### config.mk
export PLATFORM = sky130hd
export DESIGN_NAME = hazard_unit_flat
export DESIGN_NICKNAME = d
export VERILOG_FILES = /design/src/rtl/hazard_unit_if.sv /design/src/rtl/hazard_unit.sv /design/src/flat_wrapper.sv
export SDC_FILE = /design/constraint.sdc
export NUM_CORES = 1
export LEC_CHECK = 0
export ABC_AREA = 0
export CORE_ASPECT_RATIO = 0.7
export CORE_MARGIN = 2
export CORE_UTILIZATION = 34
export CTS_BUF_LIST = sky130_fd_sc_hd__clkbuf_8
export DETAILED_ROUTE_END_ITERATION = 6
export PLACE_DENSITY = 0.88
export SYNTH_ARGS = -nofsm -noshare
export SYNTH_HDL_FRONTEND = slang
export SYNTH_SLANG_ARGS = --single-unit
### constraint.sdc
create_clock -name clock -period 3.3 [get_ports clock]
set_input_delay 0.66 -clock clock [delete_from_list [all_inputs] [get_ports clock]]
set_output_delay 0.66 -clock clock [all_outputs]
set_load 0.05 [all_outputs]
### src/rtl/hazard_unit_if.sv
// Decode/MEM-WB/interrupt inputs and pipeline-control outputs of the hazard unit.
// Combinational bundle, no latency; stalls are the only backpressure it carries.
interface hazard_unit_if #(
    parameter int NUM_IRQ = 8
);
    logic               stall_fetch_req;
    logic               stall_decode_req;
    logic               halt;
    logic               take_branch_target;
    logic               illegal_opcode_exception;
    logic               return_in_pipeline;
    logic [7:0]         mem_wb_opcode;
    logic               mem_wb_reti_bit;
    logic [NUM_IRQ-1:0] irq;
    logic [NUM_IRQ-1:0] irq_enable;
    logic               global_int_en;

    logic               stall_fetch;
    logic               stall_decode;
    logic [3:0]         hazard_prog_cntr_sel;
    logic               inst_word_sel;
    logic [31:0]        hazard_inst_word;
    logic [13:0]        prog_cntr_int_addr;
    logic               in_isr;
    logic [NUM_IRQ-1:0] int_ack;

    // Datapath / decode side
    modport master (
        output stall_fetch_req, stall_decode_req, halt, take_branch_target,
               illegal_opcode_exception, return_in_pipeline, mem_wb_opcode,
               mem_wb_reti_bit, irq, irq_enable, global_int_en,
        input  stall_fetch, stall_decode, hazard_prog_cntr_sel, inst_word_sel,
               hazard_inst_word, prog_cntr_int_addr, in_isr, int_ack
    );

    // Hazard unit side
    modport slave (
        input  stall_fetch_req, stall_decode_req, halt, take_branch_target,
               illegal_opcode_exception, return_in_pipeline, mem_wb_opcode,
               mem_wb_reti_bit, irq, irq_enable, global_int_en,
        output stall_fetch, stall_decode, hazard_prog_cntr_sel, inst_word_sel,
               hazard_inst_word, prog_cntr_int_addr, in_isr, int_ack
    );
endinterface

### src/rtl/hazard_unit.sv
// Pipeline hazard control: stalls, PC source select, NOP/CALL injection, interrupt entry/exit.
// Mealy outputs: redirects/injections act in the same cycle; vector address and in_isr are registered.
// Backpressure: forwards decode stall requests, holds fetch during RET_WAIT and fetch+decode in HALTED.
module hazard_unit #(
    parameter int          NUM_IRQ       = 8,
    parameter logic [13:0] VECTOR_BASE   = 14'h0004,
    parameter int          VECTOR_STRIDE = 2,
    parameter logic [13:0] EXC_VECTOR    = 14'h0002,
    parameter logic [31:0] NOP_WORD      = 32'h0000_0000,
    parameter logic [31:0] INT_CALL_WORD = 32'h0000_0041,
    parameter logic [7:0]  RET_OPCODE    = 8'h42
) (
    input  logic         clock,
    input  logic         reset,
    hazard_unit_if.slave hu
);

    localparam logic [3:0] PC_INC    = 4'd0;
    localparam logic [3:0] PC_BRANCH = 4'd1;
    localparam logic [3:0] PC_INT    = 4'd2;
    localparam logic [3:0] PC_RET    = 4'd3;
    localparam logic [3:0] PC_HOLD   = 4'd4;

    typedef enum logic [2:0] {
        RUN       = 3'd0,
        INT_ENTER = 3'd1,
        EXC_ENTER = 3'd2,
        RET_WAIT  = 3'd3,
        HALTED    = 3'd4
    } state_t;

    state_t       state, state_nxt;
    logic         in_isr_q, in_isr_nxt;
    logic [13:0]  int_addr_q, int_addr_nxt;

    logic [NUM_IRQ-1:0] pending;
    logic [NUM_IRQ-1:0] irq_onehot;
    logic [13:0]        irq_vec;
    logic               irq_found;
    logic               irq_ok;
    logic               take_irq;

    assign pending = hu.irq & hu.irq_enable;
    assign irq_ok  = irq_found && hu.global_int_en;

    // Lowest index wins; vector address wraps in 14 bits.
    always_comb begin
        irq_found  = 1'b0;
        irq_onehot = '0;
        irq_vec    = VECTOR_BASE;
        for (int i = 0; i < NUM_IRQ; i++) begin
            if (!irq_found && pending[i]) begin
                irq_found     = 1'b1;
                irq_onehot[i] = 1'b1;
                irq_vec       = VECTOR_BASE + 14'(i * VECTOR_STRIDE);
            end
        end
    end

    always_ff @(posedge clock) begin
        if (reset) begin
            state      <= RUN;
            in_isr_q   <= 1'b0;
            int_addr_q <= '0;
        end else begin
            state      <= state_nxt;
            in_isr_q   <= in_isr_nxt;
            int_addr_q <= int_addr_nxt;
        end
    end

    always_comb begin
        state_nxt               = state;
        in_isr_nxt              = in_isr_q;
        int_addr_nxt            = int_addr_q;
        take_irq                = 1'b0;
        hu.stall_fetch          = 1'b0;
        hu.stall_decode         = 1'b0;
        hu.hazard_prog_cntr_sel = PC_INC;
        hu.inst_word_sel        = 1'b0;
        hu.hazard_inst_word     = NOP_WORD;
        hu.int_ack              = '0;

        unique case (state)
            RUN: begin
                hu.stall_fetch          = hu.stall_fetch_req;
                hu.stall_decode         = hu.stall_decode_req;
                hu.hazard_prog_cntr_sel = hu.stall_fetch_req ? PC_HOLD : PC_INC;
                if (hu.illegal_opcode_exception) begin
                    hu.inst_word_sel = 1'b1;
                    int_addr_nxt     = EXC_VECTOR;
                    state_nxt        = EXC_ENTER;
                end else if (hu.take_branch_target) begin
                    // Redirect and squash the wrong-path fetch in the same cycle
                    hu.hazard_prog_cntr_sel = PC_BRANCH;
                    hu.inst_word_sel        = 1'b1;
                end else if (hu.return_in_pipeline) begin
                    state_nxt = RET_WAIT;
                end else if (hu.halt) begin
                    state_nxt = HALTED;
                end else if (irq_ok && !in_isr_q &&
                             !hu.stall_fetch_req && !hu.stall_decode_req) begin
                    take_irq = 1'b1;
                end
            end
            INT_ENTER: begin
                hu.hazard_prog_cntr_sel = PC_INT;
                hu.inst_word_sel        = 1'b1;
                hu.hazard_inst_word     = INT_CALL_WORD;
                in_isr_nxt              = 1'b1;
                state_nxt               = RUN;
            end
            EXC_ENTER: begin
                // Exceptions nest: taken even if already in a service routine
                hu.hazard_prog_cntr_sel = PC_INT;
                in_isr_nxt              = 1'b1;
                state_nxt               = RUN;
            end
            RET_WAIT: begin
                hu.stall_fetch          = 1'b1;
                hu.hazard_prog_cntr_sel = PC_HOLD;
                hu.inst_word_sel        = 1'b1;
                if (hu.mem_wb_opcode == RET_OPCODE) begin
                    hu.hazard_prog_cntr_sel = PC_RET;
                    if (hu.mem_wb_reti_bit) begin
                        in_isr_nxt = 1'b0;
                    end
                    state_nxt = RUN;
                end
            end
            HALTED: begin
                hu.stall_fetch          = 1'b1;
                hu.stall_decode         = 1'b1;
                hu.hazard_prog_cntr_sel = PC_HOLD;
                // Wake ignores stall requests: the pipeline is frozen anyway
                if (irq_ok) begin
                    take_irq = 1'b1;
                end
            end
            default: begin
                state_nxt = RUN;
            end
        endcase

        if (take_irq && !reset) begin
            hu.int_ack   = irq_onehot;
            int_addr_nxt = irq_vec;
            state_nxt    = INT_ENTER;
        end
    end

    assign hu.prog_cntr_int_addr = int_addr_q;
    assign hu.in_isr             = in_isr_q;

endmodule

### src/flat_wrapper.sv
// flat-port wrapper written by rule: the top's interface ports become plain ports
module hazard_unit_flat 
#(
    parameter int          NUM_IRQ       = 8,
    parameter logic [13:0] VECTOR_BASE   = 14'h0004,
    parameter int          VECTOR_STRIDE = 2,
    parameter logic [13:0] EXC_VECTOR    = 14'h0002,
    parameter logic [31:0] NOP_WORD      = 32'h0000_0000,
    parameter logic [31:0] INT_CALL_WORD = 32'h0000_0041,
    parameter logic [7:0]  RET_OPCODE    = 8'h42
)
  (clock, reset, hu_stall_fetch_req, hu_stall_decode_req, hu_halt, hu_take_branch_target, hu_illegal_opcode_exception, hu_return_in_pipeline, hu_mem_wb_opcode, hu_mem_wb_reti_bit, hu_irq, hu_irq_enable, hu_global_int_en, hu_stall_fetch, hu_stall_decode, hu_hazard_prog_cntr_sel, hu_inst_word_sel, hu_hazard_inst_word, hu_prog_cntr_int_addr, hu_in_isr, hu_int_ack);
  hazard_unit_if #(.NUM_IRQ(NUM_IRQ)) hu_i ();
  input  logic clock;
  input  logic reset;
  input wire logic [$bits(hu_i.stall_fetch_req)-1:0] hu_stall_fetch_req;
  input wire logic [$bits(hu_i.stall_decode_req)-1:0] hu_stall_decode_req;
  input wire logic [$bits(hu_i.halt)-1:0] hu_halt;
  input wire logic [$bits(hu_i.take_branch_target)-1:0] hu_take_branch_target;
  input wire logic [$bits(hu_i.illegal_opcode_exception)-1:0] hu_illegal_opcode_exception;
  input wire logic [$bits(hu_i.return_in_pipeline)-1:0] hu_return_in_pipeline;
  input wire logic [$bits(hu_i.mem_wb_opcode)-1:0] hu_mem_wb_opcode;
  input wire logic [$bits(hu_i.mem_wb_reti_bit)-1:0] hu_mem_wb_reti_bit;
  input wire logic [$bits(hu_i.irq)-1:0] hu_irq;
  input wire logic [$bits(hu_i.irq_enable)-1:0] hu_irq_enable;
  input wire logic [$bits(hu_i.global_int_en)-1:0] hu_global_int_en;
  output wire logic [$bits(hu_i.stall_fetch)-1:0] hu_stall_fetch;
  output wire logic [$bits(hu_i.stall_decode)-1:0] hu_stall_decode;
  output wire logic [$bits(hu_i.hazard_prog_cntr_sel)-1:0] hu_hazard_prog_cntr_sel;
  output wire logic [$bits(hu_i.inst_word_sel)-1:0] hu_inst_word_sel;
  output wire logic [$bits(hu_i.hazard_inst_word)-1:0] hu_hazard_inst_word;
  output wire logic [$bits(hu_i.prog_cntr_int_addr)-1:0] hu_prog_cntr_int_addr;
  output wire logic [$bits(hu_i.in_isr)-1:0] hu_in_isr;
  output wire logic [$bits(hu_i.int_ack)-1:0] hu_int_ack;
  assign hu_i.stall_fetch_req = hu_stall_fetch_req;
  assign hu_i.stall_decode_req = hu_stall_decode_req;
  assign hu_i.halt = hu_halt;
  assign hu_i.take_branch_target = hu_take_branch_target;
  assign hu_i.illegal_opcode_exception = hu_illegal_opcode_exception;
  assign hu_i.return_in_pipeline = hu_return_in_pipeline;
  assign hu_i.mem_wb_opcode = hu_mem_wb_opcode;
  assign hu_i.mem_wb_reti_bit = hu_mem_wb_reti_bit;
  assign hu_i.irq = hu_irq;
  assign hu_i.irq_enable = hu_irq_enable;
  assign hu_i.global_int_en = hu_global_int_en;
  assign hu_stall_fetch = hu_i.stall_fetch;
  assign hu_stall_decode = hu_i.stall_decode;
  assign hu_hazard_prog_cntr_sel = hu_i.hazard_prog_cntr_sel;
  assign hu_inst_word_sel = hu_i.inst_word_sel;
  assign hu_hazard_inst_word = hu_i.hazard_inst_word;
  assign hu_prog_cntr_int_addr = hu_i.prog_cntr_int_addr;
  assign hu_in_isr = hu_i.in_isr;
  assign hu_int_ack = hu_i.int_ack;
  hazard_unit #(.NUM_IRQ(NUM_IRQ), .VECTOR_BASE(VECTOR_BASE), .VECTOR_STRIDE(VECTOR_STRIDE), .EXC_VECTOR(EXC_VECTOR), .NOP_WORD(NOP_WORD), .INT_CALL_WORD(INT_CALL_WORD), .RET_OPCODE(RET_OPCODE)) u_core (.clock(clock), .reset(reset), .hu(hu_i));
endmodule
==> results of run 1 <==
through the flow:
stage | utilization | setup WS [ns]
after global placement | 0.552 | 0.204
after detailed placement | 0.552 | 0.160
after CTS | 0.566 | 0.158
after floorplan | - | 0.152
final | 0.570 | 0.233
after global routing | 0.570 | 0.00751
cells in the final DEF (no fill, tap or decap), types with 3 or more instances in the layout:
master and n:
sky130_fd_sc_hd__a21oi_1 7, sky130_fd_sc_hd__and2_1 3, sky130_fd_sc_hd__buf_12 10, sky130_fd_sc_hd__buf_4 6, sky130_fd_sc_hd__clkbuf_8 3, sky130_fd_sc_hd__clkdlybuf4s50_1 42, sky130_fd_sc_hd__conb_1 41, sky130_fd_sc_hd__dfxtp_1 8
sky130_fd_sc_hd__nand2_1 11, sky130_fd_sc_hd__nand2b_1 3, sky130_fd_sc_hd__nand3_1 5, sky130_fd_sc_hd__nor2_1 15, sky130_fd_sc_hd__nor3_1 4, sky130_fd_sc_hd__nor3b_1 3
path summary, 6_finish.rpt:
kind | start | to | cells after the start
setup / recovery | hu_take_branch_target | hu_int_ack[5] | 6
hold / removal | u_core.hu.prog_cntr_int_addr[4]$_SDFFE_PP0P_ | u_core.hu.prog_cntr_int_addr[4]$_SDFFE_PP0P_ | 2
setup reg to reg | u_core.state[1]$_SDFFE_PP0P_ | u_core.hu.prog_cntr_int_addr[2]$_SDFFE_PP0P_ | 4
hold reg to reg | u_core.hu.prog_cntr_int_addr[4]$_SDFFE_PP0P_ | u_core.hu.prog_cntr_int_addr[4]$_SDFFE_PP0P_ | 2
per-layer routing:
metal | global-route usage | up-vias | share of wire | wire [um]
met4 | 0.0192 | 0 | 0.0058 | 16
li1 | - | 538 | - | -
met5 | 0 | - | 0 | 0
met3 | 0.0663 | 2 | 0.10 | 282
met2 | 0.245 | 47 | 0.46 | 1290
met1 | 0.186 | 485 | 0.43 | 1180
power groups by stage:
| stage | Sequential (uW) | Combinational [uW] | Clock (uW) |
|---|---|---|---|
| 6_report | 109 | 284 | 116 |
| 5_1_grt | 110 | 298 | 125 |
| 4_1_cts | 109 | 283 | 121 |
| 3_5_place_dp | 111 | 282 | 0 |
| 3_3_place_gp | 110 | 280 | 0 |
| 2_1_floorplan | 117 | 227 | 0 |
critical path, stage by stage:
cell and delay (ns):
sky130_fd_sc_hd__clkdlybuf4s50_1 0.45, sky130_fd_sc_hd__nor3_1 0.29, sky130_fd_sc_hd__a32o_1 0.30, sky130_fd_sc_hd__nand2_1 0.14
sky130_fd_sc_hd__nor4b_2 0.37, sky130_fd_sc_hd__buf_12 0.18
kinds of logic (layout without fill, tap and decap cells):
kind of cell / count (synthesis) / in the layout / synth area share
AOI/OAI and AO/OA: 25 / 25 / 0.167
xor gates and xnor gates: 1 / 1 / 0.00833
buffers and inverters: 48 / 62 / 0.325
DFF: 8 / 8 / 0.152
muxes: 1 / 1 / 0.0107
other: 1 / 41 / 0.00357
and+or+nand+nor: 61 / 61 / 0.333
flip-flops by register name, summed over array words and instances (netlist names):
| name | cells |
|---|---|
| u_core.hu.prog_cntr_int_addr | 4 |
| u_core.state | 3 |
| u_core.hu.in_isr | 1 |
area by class of cell:
cell class | count | area share
Timing Repair Buffer | 58 | 0.408
Tap cell | 36 | 0.0276
Sequential cell | 8 | 0.0982
Multi-Input combinational cell | 129 | 0.439
Inverter | 1 | 0.00230
Clock buffer | 3 | 0.0253
==> Implementation_results.wiki, run 1 <==
{| class="wikitable"
! Metric !! Value
|-
| CTS tree || built
|-
| Final non-filler cell total || 235
|-
| Main synth FF type || sky130_fd_sc_hd__dfxtp_1
|-
| Total power || 509 uW
|-
| Peak VDD IR || 0.141 mV
|-
| Post-synthesis instance area || 0.00105 mm^2
|-
| Count of antenna diodes in the layout || 0
|-
| Standard-cell row count || 16
|-
| Pin count of the biggest net entering global routing || 15
|-
| Final hold slack || a little over 0.5 ns
|-
| Share of post-route cells with drive strength above 1 || 0.151
|-
| Wire per inst || 11.8 um
|-
| Detailed-routing iteration count for the pre-antenna-repair pass || 4
|-
| Fraction of power consumed by sequential logic || 0.214
|-
| Area growth syn-to-layout || 55.2%
|-
| Multi-input gate area in the final layout || 716 um^2
|-
| Antenna violation net count after detailed routing || 0
|-
| Outcome || complete, no violations
|-
| Die area || 0.00356 mm^2
|-
| Unique cell type count in the Yosys netlist || 40
|-
| Clk sink count || 8
|-
| Number of DRC violations after detailed-routing iteration 0 || 30
|-
| Peak Freq || 326 MHz
|-
| Worst relative slew slack || 0.662
|-
| Total setup buffers inserted after CTS || 0
|-
| Hold buffers post-CTS || 0
|-
| WP data required || approximately 2.6 ns
|-
| Unrepaired setup endpoints after global routing || no
|-
| R2r setup slk || 1.72 ns
|-
| NetSw || about 240 uW
|-
| Flip-flop and latch area || 160 um^2
|-
| Horiz. Die Dim || 70.5 um
|-
| Critical-path maximum fanout || 5
|-
| Post-Route Setup TNS || 0 ns
|-
| Slew at the pin with the worst max-slew slack || 0.506 ns
|-
| Sw Share || 0.477
|-
| Post-route cell area || about 0.0016 mm^2
|-
| Signal arrival time at the worst endpoint || 2.41 ns
|-
| Initial cell density of the core || 0.367
|-
| Worst min-delay path category || reg -> reg
|-
| Root Buffer || sky130_fd_sc_hd__clkbuf_8
|-
| Total of buffers placed on input and output ports || 54
|-
| Wire length of the first global-routing pass || approximately 4.3 mm
|-
| Clk pin slew, worst setup/hold paths || about 0.040 ns
|-
| Hold violation count in the final report || 0
|-
| Count of final setup violators || 0
|-
| Total global routing overflow || 0
|-
| Cell taking the most area after synthesis || sky130_fd_sc_hd__buf_4
|-
| Number of max-slew violations in the final report || 0
|-
| Setup clock skew after layout || 0.00196 ns
|-
| Post-layout minimum cycle time || 3.07 ns
|-
| Startpoint-to-endpoint class of the critical path || in -> out
|-
| Count of boundary I/O pins || between 90 and 100
|-
| Number of antenna violations at the first check in global routing || 0
|-
| Most numerous cell types in the synthesized netlist || sky130_fd_sc_hd__buf_4 (42), sky130_fd_sc_hd__nor2_1 (15), sky130_fd_sc_hd__nand2_1 (11)
|-
| Routability-driven placement congestion ratio || 0.786
|-
| Via count || 1072
|-
| Internal portion of total power || 266 uW
|-
| Area inside the core boundary || roughly 0.0029 mm^2
|-
| Power share of the clock group || 0.228
|-
| Number of levels the H-tree was split into || 1
|-
| Detailed Place HPWL || 2.34 mm
|-
| Filler cells || 283
|-
| Later-pin clock latency in the skew report || 0.23 ns
|-
| CTS Buffer Depth || 2
|-
| Synth async-reset ratio || 0
|-
| Number of global-route vias before repair || ~940
|-
| Syn Inst Count || 145
|-
| Most numerous cell in the Yosys netlist || sky130_fd_sc_hd__buf_4
|-
| Number of flops mapped to enable cells by yosys || 0
|-
| Synth Register Bits || 8
|-
| Proportion of power drawn by combinational gates || 0.557
|-
| Post-cts gate resize count || 0
|-
| All-Layer GR Usage || 0.149
|-
| Warnings from Yosys || 0
|-
| Leakage power of the design || 0.000670 uW
|-
| CP Capture Type || output pin
|-
| Drt via density || 4.56
|-
| Leading post-synthesis cells by cell area || sky130_fd_sc_hd__buf_4 (30%), sky130_fd_sc_hd__dfxtp_1 (15%), sky130_fd_sc_hd__nor2_1 (5.4%)
|-
| Max cap viols || 0
|-
| Total cell area at the placement stage || 0.00158 mm^2
|-
| Register area share after synthesis || 0.152
|-
| Count of placed standard cells including taps || 232
|-
| DRC errors left || 0
|-
| Setup crit start kind || input pin
|-
| Number of buffers created by CTS || 3
|-
| Final Cycle Share || 0.929
|-
| Routed Wire Length || 2.77 mm
|-
| Mean Syn Cell Area || 7.25 um^2
|-
| Post-synth top area share || 0.300
|-
| Chip Height || 50.5 um
|-
| Final Net Count || 235
|-
| Power density cells || ~310 mW/mm^2
|}
No activity file was read; power rests on OpenSTA's default activity.
==> run 2: changes to the inputs <==
--- a/config.mk
+++ b/config.mk
@@ -8,10 +8,11 @@
 export ABC_AREA = 0
 export CORE_ASPECT_RATIO = 0.7
 export CORE_MARGIN = 2
-export CORE_UTILIZATION = 34
+export CORE_UTILIZATION = 30
 export CTS_BUF_LIST = sky130_fd_sc_hd__clkbuf_8
 export DETAILED_ROUTE_END_ITERATION = 6
-export PLACE_DENSITY = 0.88
+export GPL_TIMING_DRIVEN = 0
+export PLACE_DENSITY = 0.79
 export SYNTH_ARGS = -nofsm -noshare
 export SYNTH_HDL_FRONTEND = slang
 export SYNTH_SLANG_ARGS = --single-unit
==> run 2 against run 1 <==
  * Register-to-register slack lost 0.03 ns
  * Worst setup slack got worse by 0.080 ns
  * Sequential power is 4% lower
  * Cell area up 13%
  * Non-clock buffer count up 45
  * Wire length is 4.3% higher
  * Critical endpoint is now hu_int_ack[3]
  * Largest cell class is now buffers
  * Highest routed layer unchanged
==> Implementation_results.wiki, run 2 (same netlist as run 1, synthesis figures left out) <==
{| class="wikitable"
! Metric !! Value
|-
| Number of max-slew violations in the final report || 0 (unchanged)
|-
| Chip Height || 53.5 um (+5.9%)
|-
| Max cap viols || 0 (unchanged)
|-
| Via count || 1202 (+12%)
|-
| Post-route setup slack || 0.153 ns (-0.0796 ns)
|-
| Standard-cell row count || 17 (+1)
|-
| Area inside the core boundary || 0.00325 mm^2 (+14%)
|-
| Crit path max-delay cell type || sky130_fd_sc_hd__clkdlybuf4s50_1
|-
| Number of DRC violations after detailed-routing iteration 0 || 52 (+73%)
|-
| Sum of routed wire segments on met1 || 1.27 mm (+7.4%)
|-
| Worst relative slew slack || 0.654 (-0.00763)
|-
| Initial cell density of the core || 0.323 (-0.0442)
|-
| Final Cycle Share || 0.954 (+0.0241)
|-
| Routed Wire Length || 2.89 mm (+4.3%)
|-
| Setup crit start kind || input pin
|-
| Leakage power of the design || 0.000888 uW (+32%)
|-
| CTS tree || built
|-
| Post-layout minimum cycle time || 3.15 ns (+0.0796 ns)
|-
| Number of antenna violations at the first check in global routing || 0 (unchanged)
|-
| Pin count of the biggest net entering global routing || 11 (-4)
|-
| Top layer used by detailed routing || met4
|-
| Power density cells || 294 mW/mm^2 (-5.9%)
|-
| Clk sink count || 8 (unchanged)
|-
| Place WS || -0.426 ns (-0.586 ns)
|-
| Critical-path maximum fanout || 8 (+3)
|-
| Die area || 0.00400 mm^2 (+12%)
|-
| Most common cell after layout, fill and taps aside || sky130_fd_sc_hd__buf_4
|-
| Number of levels the H-tree was split into || 1 (unchanged)
|-
| WP data required || 2.64 ns (about the same)
|-
| Wire length of the first global-routing pass || 4.12 mm (-3.4%)
|-
| All-Layer GR Usage || 0.133 (-0.0161)
|-
| Filler cells || 314 (+11%)
|-
| Hold violation count in the final report || 0 (unchanged)
|-
| Max FFs per register || 4 (unchanged)
|-
| Wire per inst || 9.92 um (-16%)
|-
| Area growth syn-to-layout || 75.6%
|-
| DRC errors left || 0 (unchanged)
|-
| Count of final setup violators || 0 (unchanged)
|-
| Total of buffers placed on input and output ports || 54 (unchanged)
|-
| Count of antenna diodes in the layout || 0 (unchanged)
|-
| Slew at the pin with the worst max-slew slack || 0.517 ns (+0.0114 ns)
|-
| Total length of routed met2 wires || 1.28 mm (-0.23%)
|-
| Total power || 542 uW (+6.4%)
|-
| Number of global-route vias before repair || 945 (+0.11%)
|-
| CP delay by family, top || buffers and inverters
|-
| Hold buffers post-CTS || 0 (unchanged)
|-
| Later-pin clock latency in the skew report || 0.23 ns (about the same)
|-
| Bufs and invs on worst path || 2 (unchanged)
|-
| Root Buffer || sky130_fd_sc_hd__clkbuf_8
|-
| Number of buffers created by CTS || 3 (unchanged)
|-
| Detailed Place HPWL || 2.47 mm (+5.2%)
|-
| Horiz. Die Dim || 74.7 um (+6.1%)
|-
| Startpoint-to-endpoint class of the critical path || in -> out
|-
| Flip-flop and latch area || 160 um^2 (unchanged)
|-
| Detailed-routing iteration count for the pre-antenna-repair pass || 5 (+1)
|-
| Maximum cell stage delay along the critical path || 0.48 ns (+0.03 ns)
|-
| Share of post-route cells with drive strength above 1 || 0.283 (+0.132)
|-
| Final hold slack || 0.496 ns (-0.00655 ns)
|-
| Setup clock skew after layout || 0.00285 ns (+0.000889 ns)
|-
| CP Capture Type || output pin
|-
| CTS Buffer Depth || 2 (unchanged)
|-
| Outcome || complete, no violations
|-
| Worst min-delay path category || reg -> reg
|-
| Routability-driven placement congestion ratio || 0.817 (+3.9%)
|-
| Final non-filler cell total || 291 (+24%)
|-
| Final Net Count || 280 (+19%)
|-
| Peak VDD IR || 0.139 mV (-1.6%)
|-
| Crit-path cells || clkdlybuf4s50_1 -> nor3_1 -> a32o_2 -> nand3_1 -> nor2_1 -> clkdlybuf4s15_2
|-
| Clk pin slew, worst setup/hold paths || 0.04 ns (about the same)
|-
| Signal arrival time at the worst endpoint || 2.49 ns (+0.08 ns)
|-
| Antenna violation net count after detailed routing || 0 (unchanged)
|-
| Peak Freq || 318 MHz (-2.5%)
|-
| Count of boundary I/O pins || 96 (unchanged)
|-
| Met3 layer wire length in the routed design || 327 um (+16%)
|-
| Unrepaired setup endpoints after global routing || no
|-
| Multi-input gate area in the final layout || 707 um^2 (-1.2%)
|-
| Total global routing overflow || 0 (unchanged)
|-
| Count of placed standard cells including taps || 286 (+23%)
|-
| Core Util, Final || 0.567 (-0.00284)
|-
| Commonest cells after routing, fill and taps aside || sky130_fd_sc_hd__buf_4 (44), sky130_fd_sc_hd__clkdlybuf4s50_1 (43), sky130_fd_sc_hd__conb_1 (41)
|-
| Drt via density || 4.13 (-9.5%)
|}
run 2: changes by cell type in the layout (fill, tap and decap cells not counted), sizes merged:
cell / previous run / this run
clkdlybuf4s50: 42 / 43
dlygate4sd2: 0 / 1
clkdlybuf4s15: 0 / 4
clkbuf: 3 / 7
buf: 16 / 50
dlymetal6s2s: 0 / 1
run 2: metrics by stage:
| step | setup TNS (ns) | instance area (um^2) |
|---|---|---|
| detailed placement | -3.36 | 1810 |
| floorplan | 0 | 1210 |
| global route | 0 | 1850 |
| CTS | 0 | 1870 |
| global placement | -3.39 | 1810 |
| finish | 0 | 1850 |
run 2: final cells by class:
| type | count | share of cell area |
|---|---|---|
| multi-input cells | 129 | 0.383 |
| repair buffers | 56 | 0.291 |
| plain buffers | 47 | 0.183 |
| flip-flops and latches | 8 | 0.0868 |
| well taps | 47 | 0.0319 |
| clock buffers | 3 | 0.0224 |
| inverters | 1 | 0.00203 |
run 2: worst register-to-register path: cells and delay by family, from the launching register on:
family	cells	cell delay [ns]
flip-flops	1	0.28
AND/OR/NAND/NOR	3	0.61
buffers and inverters	2	0.32
multiplexers	1	0.27
run 2: worst paths after layout:
path              cells after the start  slack [ns]                                      endpoint                                         start
setup / recovery                      6        0.15                                 hu_int_ack[3]                         hu_take_branch_target
hold / removal                        2        0.50  u_core.hu.prog_cntr_int_addr[4]$_SDFFE_PP0P_  u_core.hu.prog_cntr_int_addr[4]$_SDFFE_PP0P_
setup reg to reg                      6        1.69  u_core.hu.prog_cntr_int_addr[3]$_SDFFE_PP0P_                  u_core.state[0]$_SDFFE_PP0P_
hold reg to reg                       2        0.50  u_core.hu.prog_cntr_int_addr[4]$_SDFFE_PP0P_  u_core.hu.prog_cntr_int_addr[4]$_SDFFE_PP0P_
run 2: power breakdown:
group / leakage, uW / internal [uW] / switching, uW
Sequential: 0.0000654 / 102 / 2.75
Clock: 0.0000216 / 78.9 / 37.4
Combinational: 0.000801 / 114 / 207
run 2: timing repair:
action	CTS	global route
pin swaps	2	0
endpoints found under the setup margin	10	10
gates resized for setup	29	12
setup buffers	2	0
run 2: layer usage:
metal / track usage / vias to the layer above
li1: - / 631
met4: 0.0208 / 0
met2: 0.195 / 49
met3: 0.0514 / 2
met5: 0 / -
met1: 0.188 / 520
==> run 3: changes to the inputs <==
--- a/config.mk
+++ b/config.mk
@@ -8,11 +8,11 @@
 export ABC_AREA = 0
 export CORE_ASPECT_RATIO = 0.7
 export CORE_MARGIN = 2
-export CORE_UTILIZATION = 30
+export CORE_UTILIZATION = 34
 export CTS_BUF_LIST = sky130_fd_sc_hd__clkbuf_8
 export DETAILED_ROUTE_END_ITERATION = 6
 export GPL_TIMING_DRIVEN = 0
-export PLACE_DENSITY = 0.79
+export PLACE_DENSITY = 0.88
 export SYNTH_ARGS = -nofsm -noshare
 export SYNTH_HDL_FRONTEND = slang
 export SYNTH_SLANG_ARGS = --single-unit
==> run 3 against run 2 <==
  * Sequential power is essentially flat
  * Maximum frequency fell by 0.71%
  * First-iteration DRC count decreased by 35%
  * Cell area about the same
  * Non-clock buffer count rose by 1
  * Utilization is 7.8 points higher
  * Clock power is essentially flat
  * Largest cell class unchanged
  * Highest routed layer unchanged
==> Implementation_results.wiki, run 3 (same netlist as run 1, synthesis figures left out) <==
{| class="wikitable"
! Metric !! Value
|-
| Outcome || complete, no violations
|-
| Initial cell density of the core || 0.367 (+0.0442)
|-
| Sw Share || 0.458 (+0.00147)
|-
| Peak Freq || 316 MHz (-0.71%)
|-
| Worst relative slew slack || 0.660 (+0.00565)
|-
| Commonest cells after routing, fill and taps aside || sky130_fd_sc_hd__buf_4 (45), sky130_fd_sc_hd__clkdlybuf4s50_1 (44), sky130_fd_sc_hd__conb_1 (41)
|-
| Area inside the core boundary || 0.00286 mm^2 (-12%)
|-
| Bufs and invs on worst path || 2 (unchanged)
|-
| Count of final setup violators || 0 (unchanged)
|-
| Maximum cell stage delay along the critical path || 0.47 ns (about the same)
|-
| Count of placed standard cells including taps || 275 (-3.8%)
|-
| Area growth syn-to-layout || 75.7% (about the same)
|-
| Number of DRC violations after detailed-routing iteration 0 || 34 (-35%)
|-
| Count of antenna diodes in the layout || 0 (unchanged)
|-
| Leakage power of the design || 0.000885 uW (-0.41%)
|-
| Routability-driven placement congestion ratio || 0.788 (-3.5%)
|-
| Number of buffers created by CTS || 3 (unchanged)
|-
| Pin count of the biggest net entering global routing || 11 (unchanged)
|-
| Share of post-route cells with drive strength above 1 || 0.290 (+0.00701)
|-
| Final Cycle Share || 0.960 (+0.00681)
|-
| Final Net Count || 281 (+0.36%)
|-
| Power density cells || 297 mW/mm^2 (+0.96%)
|-
| Number of global-route vias before repair || 989 (+4.7%)
|-
| Post-layout minimum cycle time || 3.17 ns (+0.0225 ns)
|-
| Hold buffers post-CTS || 0 (unchanged)
|-
| Setup clock skew after layout || 0.00352 ns (+0.000667 ns)
|-
| WP data required || 2.64 ns (about the same)
|-
| Power share of the clock group || 0.216 (+0.002)
|-
| Detailed-routing iteration count for the pre-antenna-repair pass || 4 (-1)
|-
| Chip Height || 50.5 um (-5.6%)
|-
| CP Capture Type || output pin
|-
| Count of boundary I/O pins || 96 (unchanged)
|-
| Max FFs per register || 4 (unchanged)
|-
| Most repeated library cell on the critical path || sky130_fd_sc_hd__nor3_1
|-
| Die area || 0.00356 mm^2 (-11%)
|-
| Fraction of power consumed by sequential logic || 0.192 (-0.002)
|-
| Total power || 548 uW (+1.0%)
|-
| All-Layer GR Usage || 0.156 (+0.0230)
|-
| Number of levels the H-tree was split into || 1 (unchanged)
|-
| Root Buffer || sky130_fd_sc_hd__clkbuf_8
|-
| Via count || 1218 (+1.3%)
|-
| Proportion of power drawn by combinational gates || 0.592 (about the same)
|-
| Wire length of the first global-routing pass || 4.49 mm (+9.0%)
|-
| CP delay by family, top || buffers and inverters
|-
| Hold violation count in the final report || 0 (unchanged)
|-
| Routed Wire Length || 3.03 mm (+4.9%)
|-
| Setup crit start kind || input pin
|-
| Signal arrival time at the worst endpoint || 2.51 ns (+0.02 ns)
|-
| Antenna violation net count after detailed routing || 0 (unchanged)
|-
| Startpoint-to-endpoint class of the critical path || in -> out
|-
| Peak VDD IR || 0.146 mV (+5.2%)
|-
| Max cap viols || 0 (unchanged)
|-
| R2r setup slk || 1.67 ns (-0.02 ns)
|-
| Drt via density || 4.33 (+4.9%)
|-
| Filler cells || 248 (-21%)
|-
| NetSw || 251 uW (+1.3%)
|-
| Clk sink count || 8 (unchanged)
|-
| Number of max-slew violations in the final report || 0 (unchanged)
|-
| Unrepaired setup endpoints after global routing || no
|-
| Total of buffers placed on input and output ports || 54 (unchanged)
|-
| Horiz. Die Dim || 70.5 um (-5.7%)
|-
| Most common cell after layout, fill and taps aside || sky130_fd_sc_hd__buf_4
|-
| Total global routing overflow || 0 (unchanged)
|-
| Crit-path cells || clkdlybuf4s50_1 -> nor3_1 -> a32o_2 -> nand3_1 -> nor3_1 -> clkdlybuf4s15_2
|-
| Wire per inst || 10.8 um (+8.6%)
|-
| CTS tree || built
|-
| CTS Buffer Depth || 2 (unchanged)
|-
| Crit path max-delay cell type || sky130_fd_sc_hd__clkdlybuf4s50_1
|-
| Final non-filler cell total || 281 (-3.4%)
|-
| Slew at the pin with the worst max-slew slack || 0.509 ns (-0.00846 ns)
|-
| Standard-cell row count || 16 (-1)
|-
| Number of antenna violations at the first check in global routing || 0 (unchanged)
|-
| Critical-path maximum fanout || 8 (unchanged)
|-
| Worst min-delay path category || reg -> reg
|-
| DRC errors left || 0 (unchanged)
|-
| Detailed Place HPWL || 2.54 mm (+3.0%)
|-
| Clk pin slew, worst setup/hold paths || 0.04 ns (about the same)
|-
| Later-pin clock latency in the skew report || 0.23 ns (about the same)
|-
| Internal portion of total power || 297 uW (+0.75%)
|}
-- run 3: area by class of cell --
type,instances,area [um^2],area share
tap,36,45.0,0.0244
clock buffer,3,41.3,0.0224
multi-input combinational,129,719,0.390
sequential,8,160,0.0867
inverter,1,3.75,0.00203
timing repair buffer,57,539,0.292
buffer,47,338,0.183
-- run 3: worst paths after layout --
kind	start	end	cells after the start
setup / recovery	hu_take_branch_target	hu_int_ack[4]	6
hold / removal	u_core.hu.prog_cntr_int_addr[4]$_SDFFE_PP0P_	u_core.hu.prog_cntr_int_addr[4]$_SDFFE_PP0P_	2
setup reg to reg	u_core.state[0]$_SDFFE_PP0P_	u_core.hu.prog_cntr_int_addr[1]$_SDFFE_PP0P_	6
hold reg to reg	u_core.hu.prog_cntr_int_addr[4]$_SDFFE_PP0P_	u_core.hu.prog_cntr_int_addr[4]$_SDFFE_PP0P_	2
-- run 3: power by group through the flow --
stage	clock network (uW)	registers [uW]	logic, uW
3_5_place_dp	0	107	317
4_1_cts	121	105	320
3_3_place_gp	0	106	315
5_1_grt	126	105	340
6_report	118	105	324
2_1_floorplan	0	117	227
-- run 3: tightest hold or removal path: cells and delay by family, from the launching register on --
family / cells / cell delay (ns)
and+or+nand+nor: 1 / 0.06
AOI/OAI and AO/OA: 1 / 0.06
DFF: 1 / 0.31
-- run 3: layer usage --
metal  global-route usage  wire (um)  up-vias
met2                0.256       1410       58
met1                0.198       1310      527
met5                    0          0        -
li1                     -          -      631
met3               0.0582        302        2
met4               0.0288         14        0
-- run 3: what timing repair did --
| item | 4_1_cts | 5_1_grt |
|---|---|---|
| pin swaps | 2 | 0 |
| endpoints found under the setup margin | 10 | 10 |
| resized for setup | 24 | 12 |
| setup buffers | 3 | 0 |
-- run 3: metrics by stage --
stage | worst slack, ns | hold WS (ns) | setup TNS, ns | instance area (um^2) | utilization
5_1_grt | 0.00563 | 0.507 | 0 | 1850 | 0.645
2_1_floorplan | 0.152 | 0.708 | 0 | 1210 | -
3_5_place_dp | -0.425 | 0.487 | -3.36 | 1790 | 0.626
4_1_cts | 0.00750 | 0.493 | 0 | 1860 | 0.649
3_3_place_gp | -0.403 | 0.484 | -3.30 | 1790 | 0.626
6_report | 0.131 | 0.488 | 0 | 1850 | 0.645
